===== src/rtl/sdram_wb_pkg.sv =====
// Shared types and helpers for the SDRAM wishbone test masters.
// Combinational only: no latency.
// No flow control of its own.
package sdram_wb_pkg;

  localparam int ERR_CNT_W = 16;
  localparam int PAT_MAX_W = 64;

  typedef enum logic [2:0] {
    ST_IDLE   = 3'd0,
    ST_WR_REQ = 3'd1,
    ST_WR_GAP = 3'd2,
    ST_RD_REQ = 3'd3,
    ST_RD_GAP = 3'd4,
    ST_FIN    = 3'd5
  } state_t;

  // Test pattern: word index XOR seed. Callers truncate the result to their
  // data width, which gives index[DW-1:0] ^ seed.
  function automatic logic [PAT_MAX_W-1:0] pattern_word(
    input logic [PAT_MAX_W-1:0] index,
    input logic [PAT_MAX_W-1:0] seed
  );
    return index ^ seed;
  endfunction

endpackage


===== src/rtl/sdram_wbm_ack_timer.sv =====
// Loadable wait counter that flags when a bus request has waited too long.
// Expiry is combinational from the registered count: count reaches TIMEOUT-1.
// Counting stops at expiry; load has priority over enable.
module sdram_wbm_ack_timer #(
  parameter int TIMEOUT = 4096,
  parameter int CW      = (TIMEOUT > 2) ? $clog2(TIMEOUT) : 1
) (
  input  logic          clk,
  input  logic          reset,
  input  logic          load,
  input  logic [CW-1:0] load_val,
  input  logic          en,
  output logic          expired
);

  logic [CW-1:0] count;

  assign expired = (count == CW'(TIMEOUT - 1));

  // Count request cycles; hold at the expiry value until reloaded.
  always_ff @(posedge clk) begin
    if (reset) begin
      count <= '0;
    end else if (load) begin
      count <= load_val;
    end else if (en && !expired) begin
      count <= count + CW'(1);
    end
  end

endmodule


===== src/rtl/sdram_wbm_tester.sv =====
// Wishbone classic self-test master: writes a seeded pattern over a window, reads back and checks.
// Zero-wait slave: 2 cycles per access, 4*NUM_WORDS+1 cycles from start to done.
// Each request held until ack or timeout; one idle bus cycle between accesses.
module sdram_wbm_tester
  import sdram_wb_pkg::*;
#(
  parameter int AW        = 32,
  parameter int DW        = 16,
  parameter int NUM_WORDS = 1024,
  parameter int TIMEOUT   = 4096
) (
  input  logic                 clk,
  input  logic                 reset,
  input  logic                 start,
  input  logic [AW-1:0]        base_addr,
  input  logic [DW-1:0]        seed,
  output logic [AW-1:0]        wbm_address,
  output logic [DW-1:0]        wbm_writedata,
  input  logic [DW-1:0]        wbm_readdata,
  output logic                 wbm_strobe,
  output logic                 wbm_cycle,
  output logic                 wbm_write,
  input  logic                 wbm_ack,
  output logic                 busy,
  output logic                 done,
  output logic                 timeout,
  output logic [ERR_CNT_W-1:0] err_count,
  output logic [AW-1:0]        first_err_addr,
  output logic [DW-1:0]        first_err_data
);

  localparam int IW = (NUM_WORDS > 1) ? $clog2(NUM_WORDS) : 1;
  localparam int TW = (TIMEOUT > 2) ? $clog2(TIMEOUT) : 1;
  localparam logic [IW-1:0] LAST = IW'(NUM_WORDS - 1);

  state_t        state;
  logic [IW-1:0] idx;
  logic [IW-1:0] idx_nxt;
  logic [AW-1:0] base_q;
  logic [DW-1:0] seed_q;
  logic [DW-1:0] wr_nxt;
  logic [DW-1:0] rd_expect;
  logic          in_req;
  logic          tmr_expired;

  assign idx_nxt   = idx + IW'(1);
  assign wr_nxt    = DW'(pattern_word(PAT_MAX_W'(idx_nxt), PAT_MAX_W'(seed_q)));
  assign rd_expect = DW'(pattern_word(PAT_MAX_W'(idx), PAT_MAX_W'(seed_q)));
  assign in_req    = (state == ST_WR_REQ) || (state == ST_RD_REQ);

  // Timer held at zero outside request states, so it restarts on every request.
  sdram_wbm_ack_timer #(
    .TIMEOUT (TIMEOUT),
    .CW      (TW)
  ) u_ack_timer (
    .clk      (clk),
    .reset    (reset),
    .load     (!in_req),
    .load_val ('0),
    .en       (in_req),
    .expired  (tmr_expired)
  );

  // Run sequencer; all bus and status outputs are registered here.
  always_ff @(posedge clk) begin
    if (reset) begin
      state          <= ST_IDLE;
      idx            <= '0;
      base_q         <= '0;
      seed_q         <= '0;
      wbm_address    <= '0;
      wbm_writedata  <= '0;
      wbm_strobe     <= 1'b0;
      wbm_cycle      <= 1'b0;
      wbm_write      <= 1'b0;
      busy           <= 1'b0;
      done           <= 1'b0;
      timeout        <= 1'b0;
      err_count      <= '0;
      first_err_addr <= '0;
      first_err_data <= '0;
    end else begin
      done <= 1'b0;
      case (state)
        ST_IDLE: begin
          if (start) begin
            base_q         <= base_addr;
            seed_q         <= seed;
            idx            <= '0;
            err_count      <= '0;
            first_err_addr <= '0;
            first_err_data <= '0;
            timeout        <= 1'b0;
            busy           <= 1'b1;
            wbm_cycle      <= 1'b1;
            wbm_strobe     <= 1'b1;
            wbm_write      <= 1'b1;
            wbm_address    <= base_addr;
            wbm_writedata  <= DW'(pattern_word('0, PAT_MAX_W'(seed)));
            state          <= ST_WR_REQ;
          end
        end
        ST_WR_REQ, ST_RD_REQ: begin
          if (wbm_ack) begin
            wbm_cycle  <= 1'b0;
            wbm_strobe <= 1'b0;
            wbm_write  <= 1'b0;
            if (state == ST_RD_REQ && wbm_readdata != rd_expect) begin
              if (err_count != '1) err_count <= err_count + ERR_CNT_W'(1);
              if (err_count == '0) begin
                first_err_addr <= wbm_address;
                first_err_data <= wbm_readdata;
              end
            end
            state <= (state == ST_WR_REQ) ? ST_WR_GAP : ST_RD_GAP;
          end else if (tmr_expired) begin
            wbm_cycle  <= 1'b0;
            wbm_strobe <= 1'b0;
            wbm_write  <= 1'b0;
            timeout    <= 1'b1;
            state      <= ST_FIN;
          end
        end
        ST_WR_GAP: begin
          wbm_cycle  <= 1'b1;
          wbm_strobe <= 1'b1;
          if (idx == LAST) begin
            idx         <= '0;
            wbm_write   <= 1'b0;
            wbm_address <= base_q;
            state       <= ST_RD_REQ;
          end else begin
            idx           <= idx_nxt;
            wbm_write     <= 1'b1;
            wbm_address   <= base_q + AW'(idx_nxt);
            wbm_writedata <= wr_nxt;
            state         <= ST_WR_REQ;
          end
        end
        ST_RD_GAP: begin
          if (idx == LAST) begin
            state <= ST_FIN;
          end else begin
            idx         <= idx_nxt;
            wbm_cycle   <= 1'b1;
            wbm_strobe  <= 1'b1;
            wbm_address <= base_q + AW'(idx_nxt);
            state       <= ST_RD_REQ;
          end
        end
        ST_FIN: begin
          busy  <= 1'b0;
          done  <= 1'b1;
          state <= ST_IDLE;
        end
        default: state <= ST_IDLE;
      endcase
    end
  end

endmodule


===== config.mk =====
export PLATFORM = sky130hd
export DESIGN_NAME = sdram_wbm_tester
export DESIGN_NICKNAME = d
export VERILOG_FILES = /design/src/rtl/sdram_wb_pkg.sv /design/src/rtl/sdram_wbm_ack_timer.sv /design/src/rtl/sdram_wbm_tester.sv
export SDC_FILE = /design/constraint.sdc
export NUM_CORES = 1
export LEC_CHECK = 0
export ABC_AREA = 1
export CAP_MARGIN = 5
export CORE_MARGIN = 2
export CORE_UTILIZATION = 53
export CTS_CLUSTER_SIZE = 25
export DETAILED_ROUTE_END_ITERATION = 6
export GPL_ROUTABILITY_DRIVEN = 0
export GPL_TIMING_DRIVEN = 1
export PLACE_DENSITY_LB_ADDON = 0.08
export SLEW_MARGIN = 25
export SYNTH_ARGS = -nofsm -noshare
export SYNTH_HDL_FRONTEND = slang
export SYNTH_SLANG_ARGS = --single-unit

===== constraint.sdc =====
create_clock -name clk -period 4.42 [get_ports clk]
set_input_delay 0.442 -clock clk [delete_from_list [all_inputs] [get_ports clk]]
set_output_delay 0.442 -clock clk [all_outputs]
set_load 0.1 [all_outputs]

==> flow_summary.yaml <==
floorplanning:
  dieArea_um2: 21400
  placeableCoreArea_um2: 20000
  ios: 186
  row_count: 52
  die_h_um: 146
  die_x_um: 146
  initial_utilization_pct: 53.5
global_route:
  grt_pass1_vias: 10200
  grt_max_degree: 72
  grt_use_total_pct: 30.8
  grt_pass1_wl_um: 53400
  gr-total-overflow: 0
  antenna_found_initial: 0
cts:
  cts.repair.resized: 0
  post_cts_buffers: 0
  htreeDepth: 4
  clk_path_buf_depth: 2
  clk_pin_slew_ns: 0.07
  insertion_delay_ns: 0.44
  cts_hold_buf: 0
  cts_sinks: 190
  cts_tree: "done"
  cts_root_buffer: "clkbuf_16"
  cts_buffers: 17
sta:
  skew_ns: 0.0145
  max_slew.worst_pin.slew_ns: 1.08
  fin_crit_ns: 3.57
  slew_violations: 0
  totalNegativeSetupSlack_ns: 0
  rsz0062_at_grt: "no"
  hold_viol: 0
  min_period_over_period_pct: 80.8
  hold_slack_ns: 0.463
  fmax_mhz: 280
  max_slew_margin_pct: 27.7
  setup_viol: 0
synthesis:
  synth_area_leader_cell: "dfxtp_1"
  syn_avg_cell_area_um2: 6.48
  yosys_warnings: 0
  synthesis.area_um2: 10700
  synthTopCellsByCount: "454 x nand2_1, 190 x dfxtp_1, 171 x inv_1"
  synth_top_area_share_pct: 35.5
  syn-instance-count: 1656
  async_reset_ff_share_pct: 0
  yosysSeqAreaShare_pct: 35.5
  synth_edf_count: 0
  yosysMostFrequentCell: "nand2_1"
  yosys.cell_types.count: 45
  synth_seq_cells: 190
  synth_area_leaders: "dfxtp_1 35%, nand2_1 16%, a21oi_1 7.0%"
  ys.flop_type: "dfxtp_1"
  syn-num-nets: 1743
hold_path:
  hold_path_class: "input pin to register"
setup_path:
  critPathArrivalTime_ns: 3.87
  cp_max_fo: 6
  path_class: "register to register"
  worstPathCellList: "nand3_1 -> nor3_1 -> nand3_1 -> nor2_1 -> nand2_1 -> xnor2_1 -> ha_1 -> a21oi_1 -> nor2_1 -> inv_1 -> nand3_1 -> inv_1 -> nor3_1 -> o21ai_0 -> a21oi_1"
  required_ns: 4.72
  slowest_stage: "dfxtp_1"
  crit_top_cell: "nand3_1"
  start_kind: "register"
  slowest_delay_ns: 0.46
  end_kind: "register"
power:
  vdd_ir_drop_max_uv: 403
  powerDensity_nw_per_um2: 611
  power.leakage_nw: 5.41
layout:
  n_antenna_cell: 0
  nets: 1870
  drive_above_1_share_pct: 4.12
  instances_no_fill: 2066
  area_growth_pct: 23.4
drt:
  wl_per_cell_um: 16.1
  drc: 0
  vias_per_cell: 5.49
  num_vias: 11300
  ant_nets: 0
  firstDrtPassIters: 6
  drt_iter0_markers: 1020
  wl_um: 33300
place:
  hpwl_um: 23300
  portBuffers: 185
  dp.cells: 2034
flow_run:
  max-cap-violations: 0
status:
  status: "finished clean"
## state kept, by name, summed over array words and instances (netlist names)
name / cells
wbm_writedata: 16
done: 1
wbm_address: 32
first_err_data: 16
first_err_addr: 32
timeout: 1
idx: 10
state: 3
seed_q: 16
u_ack_timer.count: 12
base_q: 32
busy: 1
err_count: 16
wbm_cycle: 1
wbm_write: 1
## kinds of logic after synthesis
kind of cell             synth area share [%]
AO/OA/AOI/OAI                            13.1
flip-flops                               35.5
adder cells (fa/ha/maj)                  2.29
XOR/XNOR                                 4.49
buffers and inverters                    10.1
AND/OR/NAND/NOR                          34.6
## per-layer routing
metal  track usage [%]  wire length [um]  vias to the layer above
li1                  -                 -                     5644
met1              42.6             14700                     5167
met2              48.0             15000                      467
met3              6.50              2770                       62
met4              10.3               954                        0
met5                 0                 0                        -
## through the flow
stage                     setup slack (ns)  total power [W]  utilization (%)  cell area, um^2
final                                0.848          0.00808             66.1            13200
after global placement                1.10          0.00641             63.0            12600
after floorplan                       1.62          0.00548                -            10700
after global routing                 0.529          0.00845             66.1            13200
after detailed placement             0.959          0.00646             63.0            12600
after CTS                            0.950          0.00808             66.1            13200
## power breakdown
| group | internal [W] | leakage (nW) | switching [W] |
|---|---|---|---|
| sequential | 0.00205 | 1.56 | 0.000282 |
| clock | 0.000926 | 0.297 | 0.000706 |
| combinational | 0.000967 | 3.55 | 0.00315 |
| total | 0.00394 | 5.41 | 0.00414 |
## area by class of cell
type	instances	area, um^2
well taps	270	338
multi-input cells	1197	5860
clock buffers	20	457
repair buffers	198	1950
fillers	1921	6800
flip-flops and latches	190	3800
inverters	179	672
clock inverters	12	159
## final timing paths
kind	startpoint	to	slack (ns)	depth (start not counted)
hold reg to reg	seed_q[7]	seed_q[7]	0.48	2
setup / recovery	idx[2]	wbm_address[16]	0.85	15
hold / removal	reset	first_err_addr[30]	0.46	2
setup reg to reg	idx[2]	wbm_address[16]	0.85	15
## worst max-delay path, delay by kind of cell (launching register included)
| kind | cells | cell delay, ns |
|---|---|---|
| fa+ha+maj | 1 | 0.32 |
| flops | 1 | 0.46 |
| compound gates | 3 | 0.65 |
| xor+xnor | 1 | 0.32 |
| simple gates | 8 | 1.45 |
| buf+inv | 2 | 0.23 |
## cells in the final DEF (no fill, tap or decap), types with 3 or more instances in the layout
cell,instances
a21oi_1,151
xor2_1,32
nor2_2,5
o21ai_0,82
o211ai_1,3
nor3b_1,3
nor2_1,165
xnor2_1,23
clkinv_4,3
clkdlybuf4s50_1,184
nand4_1,77
buf_4,14
a22oi_1,6
nor4_1,3
clkbuf_16,17
bufinv_16,3
or2_2,4
inv_1,170
dfxtp_1,190
ha_1,18
nand3_1,103
inv_2,7
nor3_1,26
nand2_1,454
a31oi_1,16
Power figures use the tool's default switching activity.
